## src/rtl/lcd_init_pkg.sv

```systemverilog
// Purpose: shared types and the default ST7735 power-up table for lcd_init_seq.
// Latency: n/a (types and constants only).
// Backpressure: n/a.
// Contents: state_e, entry_type_e, 10-bit entry_t {etype[9:8], bval[7:0]},
//   NumEntries, INIT_TABLE, entry_is_byte() helper.
package lcd_init_pkg;

  typedef enum logic [2:0] {
    ST_IDLE,
    ST_RST_LO,
    ST_RST_WAIT,
    ST_FETCH,
    ST_SEND,
    ST_DRAIN,
    ST_DELAY,
    ST_DONE
  } state_e;

  typedef enum logic [1:0] {
    ENT_CMD   = 2'd0,
    ENT_DATA  = 2'd1,
    ENT_DELAY = 2'd2,
    ENT_END   = 2'd3
  } entry_type_e;

  // bval is the SPI byte for CMD/DATA and the wait in milliseconds for DELAY.
  typedef struct packed {
    entry_type_e etype;
    logic [7:0]  bval;
  } entry_t;

  localparam int unsigned NumEntries = 14;

  localparam entry_t INIT_TABLE [NumEntries] = '{
    '{ENT_CMD,   8'h01},   // SWRESET
    '{ENT_DELAY, 8'd150},
    '{ENT_CMD,   8'h11},   // SLPOUT
    '{ENT_DELAY, 8'd255},
    '{ENT_CMD,   8'h3A},   // COLMOD
    '{ENT_DATA,  8'h05},   //   16 bpp
    '{ENT_CMD,   8'h36},   // MADCTL
    '{ENT_DATA,  8'hC0},   //   row/col mirror
    '{ENT_CMD,   8'h21},   // INVON
    '{ENT_CMD,   8'h13},   // NORON
    '{ENT_DELAY, 8'd10},
    '{ENT_CMD,   8'h29},   // DISPON
    '{ENT_DELAY, 8'd100},
    '{ENT_END,   8'h00}
  };

  // True for entries that put a byte on the SPI bus.
  function automatic logic entry_is_byte(entry_t e);
    return (e.etype == ENT_CMD) || (e.etype == ENT_DATA);
  endfunction

endpackage

```

## src/rtl/lcd_init_timer.sv

```systemverilog
// Purpose: microsecond prescaler feeding an 18-bit down-counter for the init sequencer.
// Latency: load N expires on the N-th us tick after load (N=0 behaves like N=1).
// Backpressure: none; expired is a single-cycle combinational pulse, load wins over it.
// Ports: clk_sys_i/rst_sys_i (async, active-high), load + load_val (us), expired.
module lcd_init_timer #(
  parameter int unsigned ClkFreqHz = 50_000_000
) (
  input  logic        clk_sys_i,
  input  logic        rst_sys_i,
  input  logic        load,
  input  logic [17:0] load_val,
  output logic        expired
);

  localparam int unsigned TickCycles = (ClkFreqHz / 1_000_000 > 0) ? ClkFreqHz / 1_000_000 : 1;
  localparam int unsigned PreW       = (TickCycles > 1) ? $clog2(TickCycles) : 1;

  logic [PreW-1:0] pre_q;
  logic [17:0]     cnt_q;
  logic            run_q;
  logic            tick;

  assign tick    = run_q && (pre_q == PreW'(TickCycles - 1));
  assign expired = tick && (cnt_q <= 18'd1);

  always_ff @(posedge clk_sys_i or posedge rst_sys_i) begin
    if (rst_sys_i) begin
      pre_q <= '0;
      cnt_q <= '0;
      run_q <= 1'b0;
    end else if (load) begin
      // Restarting the prescaler makes every interval a whole number of us.
      pre_q <= '0;
      cnt_q <= load_val;
      run_q <= 1'b1;
    end else if (run_q) begin
      if (tick) begin
        pre_q <= '0;
        if (expired) run_q <= 1'b0;
        else         cnt_q <= cnt_q - 18'd1;
      end else begin
        pre_q <= pre_q + PreW'(1);
      end
    end
  end

endmodule

```

## src/rtl/lcd_init_seq.sv

```systemverilog
// Purpose: LCD power-up sequencer: reset pulse, settle wait, table of cmd/data/delay bytes to SPI TX.
// Latency: dc/cs lead spi_tx_valid_o by one cycle; one SPI byte per FETCH/SEND/DRAIN round.
// Backpressure: holds valid/data/dc until spi_tx_ready_i; waits for spi_idle_i before the next entry.
// Ports: clk_sys_i, rst_sys_i (async, active-high), start_i, busy_o/done_o/err_o,
//   spi_tx_valid_o/spi_tx_data_o/spi_tx_ready_i/spi_idle_i, sw_rst_ni/sw_cs_ni/sw_dc_i,
//   lcd_rst_no/lcd_cs_no/lcd_dc_o. Optional macro LCD_INIT_TIMEOUT_EN enables the SEND timeout.
module lcd_init_seq
  import lcd_init_pkg::*;
#(
  parameter int unsigned ClkFreqHz     = 50_000_000,
  parameter int unsigned RstPulseUs    = 10,
  parameter int unsigned RstWaitUs     = 120_000,
  parameter int unsigned TimeoutCycles = 65_535,
  parameter int unsigned TableLen      = lcd_init_pkg::NumEntries,
  parameter entry_t      InitTable [TableLen] = lcd_init_pkg::INIT_TABLE
) (
  input  logic       clk_sys_i,
  input  logic       rst_sys_i,
  input  logic       start_i,
  output logic       busy_o,
  output logic       done_o,
  output logic       err_o,
  output logic       spi_tx_valid_o,
  output logic [7:0] spi_tx_data_o,
  input  logic       spi_tx_ready_i,
  input  logic       spi_idle_i,
  input  logic       sw_rst_ni,
  input  logic       sw_cs_ni,
  input  logic       sw_dc_i,
  output logic       lcd_rst_no,
  output logic       lcd_cs_no,
  output logic       lcd_dc_o
);

  localparam int unsigned IdxW = (TableLen > 1) ? $clog2(TableLen) : 1;

  state_e          state_q, state_d;
  logic [IdxW-1:0] idx_q, idx_d;
  logic            rst_n_q, rst_n_d;
  logic            cs_n_q, cs_n_d;
  logic            dc_q, dc_d;
  logic            vld_q, vld_d;
  logic [7:0]      dat_q, dat_d;
  logic            busy_q, busy_d;
  logic            done_q, done_d;

  logic            tmr_load;
  logic [17:0]     tmr_val;
  logic            tmr_expired;

  entry_t          cur;
  logic            tx_hs;
  logic            start_ok;
  logic            timeout_hit;

  // idx is advanced on the SEND handshake, so in DRAIN cur is already the next entry.
  assign cur      = InitTable[idx_q];
  assign tx_hs    = vld_q && spi_tx_ready_i;
  assign start_ok = start_i && ((state_q == ST_IDLE) || (state_q == ST_DONE));

  lcd_init_timer #(
    .ClkFreqHz (ClkFreqHz)
  ) u_timer (
    .clk_sys_i (clk_sys_i),
    .rst_sys_i (rst_sys_i),
    .load      (tmr_load),
    .load_val  (tmr_val),
    .expired   (tmr_expired)
  );

`ifdef LCD_INIT_TIMEOUT_EN
  localparam int unsigned ToW = (TimeoutCycles > 1) ? $clog2(TimeoutCycles) : 1;

  logic [ToW-1:0] to_cnt_q;
  logic           err_q;

  // The counter restarts on every SEND entry, so the limit applies per byte.
  assign timeout_hit = (state_q == ST_SEND) && !tx_hs && (to_cnt_q == ToW'(TimeoutCycles - 1));

  always_ff @(posedge clk_sys_i or posedge rst_sys_i) begin
    if (rst_sys_i) begin
      to_cnt_q <= '0;
      err_q    <= 1'b0;
    end else begin
      if (state_q == ST_SEND) to_cnt_q <= to_cnt_q + ToW'(1);
      else                    to_cnt_q <= '0;
      if (timeout_hit)   err_q <= 1'b1;
      else if (start_ok) err_q <= 1'b0;
    end
  end

  assign err_o = err_q;
`else
  logic unused_timeout_cfg;

  assign timeout_hit        = 1'b0;
  assign err_o              = 1'b0;
  assign unused_timeout_cfg = ^TimeoutCycles;
`endif

  always_comb begin
    state_d  = state_q;
    idx_d    = idx_q;
    rst_n_d  = rst_n_q;
    cs_n_d   = cs_n_q;
    dc_d     = dc_q;
    vld_d    = vld_q;
    dat_d    = dat_q;
    busy_d   = busy_q;
    done_d   = done_q;
    tmr_load = 1'b0;
    tmr_val  = '0;

    unique case (state_q)
      ST_IDLE, ST_DONE: begin
        if (state_q == ST_DONE) begin
          rst_n_d = sw_rst_ni;
          cs_n_d  = sw_cs_ni;
          dc_d    = sw_dc_i;
        end
        if (start_ok) begin
          state_d  = ST_RST_LO;
          idx_d    = '0;
          busy_d   = 1'b1;
          done_d   = 1'b0;
          rst_n_d  = 1'b0;
          cs_n_d   = 1'b1;
          dc_d     = 1'b0;
          tmr_load = 1'b1;
          tmr_val  = 18'(RstPulseUs);
        end
      end

      ST_RST_LO: begin
        if (tmr_expired) begin
          state_d  = ST_RST_WAIT;
          rst_n_d  = 1'b1;
          tmr_load = 1'b1;
          tmr_val  = 18'(RstWaitUs);
        end
      end

      ST_RST_WAIT: begin
        if (tmr_expired) state_d = ST_FETCH;
      end

      ST_FETCH: begin
        if (entry_is_byte(cur)) begin
          // dc/cs/data are registered here so they settle a cycle before valid.
          state_d = ST_SEND;
          dc_d    = (cur.etype == ENT_DATA);
          dat_d   = cur.bval;
          cs_n_d  = 1'b0;
        end else if (cur.etype == ENT_DELAY) begin
          state_d  = ST_DELAY;
          cs_n_d   = 1'b1;
          idx_d    = idx_q + IdxW'(1);
          tmr_load = 1'b1;
          tmr_val  = 18'(cur.bval) * 18'd1000;
        end else begin
          state_d = ST_DONE;
          busy_d  = 1'b0;
          done_d  = 1'b1;
          rst_n_d = sw_rst_ni;
          cs_n_d  = sw_cs_ni;
          dc_d    = sw_dc_i;
        end
      end

      ST_SEND: begin
        vld_d = 1'b1;
        if (tx_hs) begin
          state_d = ST_DRAIN;
          vld_d   = 1'b0;
          idx_d   = idx_q + IdxW'(1);
        end else if (timeout_hit) begin
          state_d = ST_DONE;
          vld_d   = 1'b0;
          cs_n_d  = 1'b1;
          busy_d  = 1'b0;
          done_d  = 1'b1;
        end
      end

      ST_DRAIN: begin
        // A DATA entry continues the current transaction, so cs stays asserted.
        if (spi_idle_i) begin
          state_d = ST_FETCH;
          if (cur.etype != ENT_DATA) cs_n_d = 1'b1;
        end
      end

      ST_DELAY: begin
        if (tmr_expired) state_d = ST_FETCH;
      end

      default: state_d = ST_IDLE;
    endcase
  end

  always_ff @(posedge clk_sys_i or posedge rst_sys_i) begin
    if (rst_sys_i) begin
      state_q <= ST_IDLE;
      idx_q   <= '0;
      rst_n_q <= 1'b0;
      cs_n_q  <= 1'b1;
      dc_q    <= 1'b0;
      vld_q   <= 1'b0;
      dat_q   <= '0;
      busy_q  <= 1'b0;
      done_q  <= 1'b0;
    end else begin
      state_q <= state_d;
      idx_q   <= idx_d;
      rst_n_q <= rst_n_d;
      cs_n_q  <= cs_n_d;
      dc_q    <= dc_d;
      vld_q   <= vld_d;
      dat_q   <= dat_d;
      busy_q  <= busy_d;
      done_q  <= done_d;
    end
  end

  assign lcd_rst_no     = rst_n_q;
  assign lcd_cs_no      = cs_n_q;
  assign lcd_dc_o       = dc_q;
  assign spi_tx_valid_o = vld_q;
  assign spi_tx_data_o  = dat_q;
  assign busy_o         = busy_q;
  assign done_o         = done_q;

endmodule

```

## config.mk

```make
export PLATFORM = sky130hd
export DESIGN_NAME = lcd_init_seq
export DESIGN_NICKNAME = d
export VERILOG_FILES = /design/src/rtl/lcd_init_pkg.sv /design/src/rtl/lcd_init_timer.sv /design/src/rtl/lcd_init_seq.sv
export SDC_FILE = /design/constraint.sdc
export NUM_CORES = 1
export LEC_CHECK = 0
export BUFFER_PORTS_ARGS = -buffer_cell sky130_fd_sc_hd__buf_2
export CAP_MARGIN = 15
export CORE_MARGIN = 2
export CORE_UTILIZATION = 57
export CTS_CLUSTER_SIZE = 14
export DETAILED_ROUTE_END_ITERATION = 8
export GPL_ROUTABILITY_DRIVEN = 0
export PLACE_DENSITY = 0.81
export SLEW_MARGIN = 15
export SYNTH_ARGS = -nofsm -noshare
export SYNTH_HDL_FRONTEND = slang
export SYNTH_SLANG_ARGS = --single-unit
```

## constraint.sdc

```tcl
create_clock -name clk_sys_i -period 5.45 [get_ports clk_sys_i]
set_input_delay 0.545 -clock clk_sys_i [delete_from_list [all_inputs] [get_ports clk_sys_i]]
set_output_delay 0.545 -clock clk_sys_i [all_outputs]
set_load 0.02 [all_outputs]
```

==> run_results.csv <==
group,metric,value,unit
timing,setup_viol,0,
power_and_ir_drop,power_density,538,mW/mm^2
timing,drv_slew,0,
global_route,grt_pass1_vias,3684,
clock_network,clkTransAtPathRegs,100,ps
clock_network,clkLatencyLatePin,320,ps
timing,timing.final.ws_setup,294,ps
clock_network,cts_root_buf,"clkbuf_8",
clock_network,clockBufferDepth,2,
synth,synth_edf_count,0,
timing,final_hold_viol_count,0,
timing,period_share,94.6,%
critical_path,crit_path_max_fanout,5,
synth,synth-seq-area-share,26.4,%
routing,drtAntennaViolNets,0,
critical_path,critPathCaptureType,"flip-flop",
finish,syn2layout_area_growth,6.77,%
clock_network,cts_post_setup_buffers_inserted,0,
placed_design,hpwl,7790,um
finish,instances_no_fill,608,
floorplan,ios,23,
floorplan,rows,31,
global_route,antenna_found_initial,0,
global_route,grt_pass1_wl,17100,um
job,drv_cap,0,
critical_path,reg2reg_from,"idx_q[0]",
finish,fin_nets,587,
floorplan,start_util,59.5,%
critical_path,worstRegToRegCells,20,
global_route,grt_usage,25.2,%
synth,synthArstFlopShare,100,%
critical_path,reg2reg_to,"u_timer.cnt_q[17]",
synth,ys_seq_elements,46,
run_status,outcome,"finished clean",
routing,wire_per_inst,16.8,um
routing,wl,10200,um
routing,dr_total_vias,3765,
clock_network,hold_buffers,0,
floorplan,die-height,91.5,um
timing,slew_headroom,24.7,%
power_and_ir_drop,ir_drop,289,uV
clock_network,numCtsBuffers,5,
critical_path,crit_arrival,5380,ps
power_and_ir_drop,leakagePower,2.31,nW
clock_network,ctsHtreeMaxLevel,2,
global_route,grt_max_degree,47,
synth,syn_avg_cell_area,8.84,sq um
power_and_ir_drop,power,2.51,mW
critical_path,cp.required,5670,ps
global_route,grt_overflow,0,
synth,synthFlopType,"dfrtp_1",
routing,drtIter0Drc,292,
finish,diodes,0,
synth,syn_nets,572,
critical_path,path_class,"flip-flop to flip-flop",
timing,clock_skew,7.46,ps
timing,tightest_slew,1110,ps
placed_design,pre_cts_slack,212,ps
synth,mappedNetlistArea,0.00436,sq mm
finish,drive_gt1_share,11.6,%
synth,yosysWarnings,0,
routing,dr.pass1.iters,5,
floorplan,die_w,91.5,um
floorplan,core_area,0.00733,sq mm
clock_network,cts_tree,"built",
routing,via_per_inst,6.19,
min_path,min_path_type,"primary input to async pin",
critical_path,r2r_slack,290,ps
synth,ys_types,71,
clock_network,clock-sinks,46,
clock_network,cts_resized,0,
critical_path,start_kind,"flip-flop",
placed_design,port_buffers,21,
routing,drc,0,
synth,synthCells,493,
floorplan,dieArea,0.00836,sq mm
timing,period_needed,5160,ps
timing,fmax,194,MHz
placed_design,placedCellCount,600,
==> layout make-up <==
class,instances,area (sq um)
repair buffers,27,150
inverters,49,184
clock inverters,3,27.5
multi-input cells,379,2950
fillers,608,2680
well taps,99,124
clock buffers,5,68.8
flip-flops and latches,46,1150
==> Yosys cell counts (3+ instances only) <==
cell / n / area (sq um)
o211ai_1: 5 / 37.5
nor2b_1: 5 / 31.3
a21oi_1: 31 / 155
mux2i_1: 8 / 80.1
o22ai_1: 5 / 31.3
a22o_1: 3 / 26.3
a221oi_1: 3 / 26.3
nand2b_1: 3 / 18.8
fa_1: 18 / 360
nor4_1: 5 / 31.3
xor2_1: 11 / 96.3
buf_2: 3 / 15.0
nand2_1: 31 / 116
and3_1: 6 / 37.5
a21o_1: 6 / 45.0
o22a_1: 6 / 52.6
nand4_1: 9 / 56.3
o21ai_0: 27 / 135
clkbuf_1: 13 / 48.8
nor2_1: 44 / 165
or2_2: 3 / 18.8
or3_1: 6 / 37.5
xnor2_1: 8 / 70.1
mux2_2: 3 / 33.8
inv_1: 47 / 176
a22oi_1: 4 / 30.0
nand3_1: 5 / 25.0
a211oi_1: 3 / 22.5
nor3_1: 14 / 70.1
o221ai_1: 3 / 26.3
dfrtp_1: 45 / 1130
ha_1: 53 / 663
o21bai_1: 4 / 30.0
a31oi_1: 11 / 68.8
==> worst max path at each step <==
stage,from,endpoint,slack [ps],cells past startpoint
detailed placement,idx_q[0],u_timer.cnt_q[17],210,20
global placement,idx_q[0],u_timer.cnt_q[17],390,19
floorplan,idx_q[0],u_timer.cnt_q[17],300,19
global route,idx_q[1],u_timer.cnt_q[17],-4,20
CTS,idx_q[0],u_timer.cnt_q[17],190,20
finish,idx_q[0],u_timer.cnt_q[17],290,20
==> worst max-delay path, cell delays in order, from the launching register on <==
cell	delay (ps)
dfrtp_1	440
inv_1	130
ha_1	350
nor2b_1	160
a21oi_1	200
inv_1	90
ha_1	320
ha_1	320
xor2_1	180
ha_1	180
a21oi_1	160
fa_1	460
fa_1	510
inv_1	40
ha_1	350
a2111oi_1	330
o21ai_1	140
a221oi_2	280
xnor2_1	170
o32ai_2	110
o31a_1	130
==> cell families (layout without fill, tap and decap cells) <==
group,count (synthesis),count (layout),share of synthesized area [%]
AND/OR/NAND/NOR,148,148,17.6
AO/OA/AOI/OAI,129,129,19.6
adder cells (fa/ha/maj),71,71,23.5
buffers and inverters,68,84,6.37
flip-flops,46,46,26.4
XOR/XNOR,19,19,3.82
multiplexers,11,11,2.61
other,1,1,0.0860
==> stage by stage <==
step	instance area, sq um	setup TNS, ps	utilization, %	hold slack [ps]
detailed placement	4540	0	61.9	470
finish	4650	0	63.5	440
global route	4650	-3.92	63.5	523
floorplan	4360	0	-	458
CTS	4640	0	63.2	486
global placement	4540	0	61.9	462
==> power by group <==
part	switching (mW)	internal [mW]	total [mW]	leakage, nW
registers	0.140	0.454	0.595	0.582
clock network	0.143	0.0953	0.238	0.0467
logic	1.00	0.672	1.67	1.68
==> flip-flops by register name, summed over array words and instances, names as in the netlist <==
signal          cells
busy_o              1
done_o              1
idx_q               4
lcd_cs_no           1
lcd_dc_o            1
lcd_rst_no          1
spi_tx_data_o       8
spi_tx_valid_o      1
state_q             3
u_timer.cnt_q      18
u_timer.pre_q       6
u_timer.run_q       1
==> routing by layer <==
layer | wire length (um) | global-route usage, %
met1 | 4500 | 32.4
met2 | 5000 | 44.2
met3 | 551 | 3.49
met4 | 182 | 6.82
met5 | 0 | 0
==> placed cells by master (no fill, tap or decap), drive strengths merged, types with 3 or more instances in the layout <==
cell / count
o221ai: 3
o22ai: 5
or2: 3
dfrtp: 45
a22oi: 4
nand4: 9
o21ai: 27
xor2: 11
nor4: 7
nand2b: 3
nor2b: 5
o21bai: 4
inv: 49
a211oi: 3
ha: 53
or3: 6
fa: 18
a221oi: 3
nand2: 32
o22a: 6
buf: 27
nor3: 15
a22o: 3
o211ai: 6
nand3: 5
a21o: 6
xnor2: 8
mux2i: 8
mux2: 3
a21oi: 32
and3: 6
clkbuf: 5
a31oi: 11
nor2: 45
No activity file was read; power rests on OpenSTA's default activity.
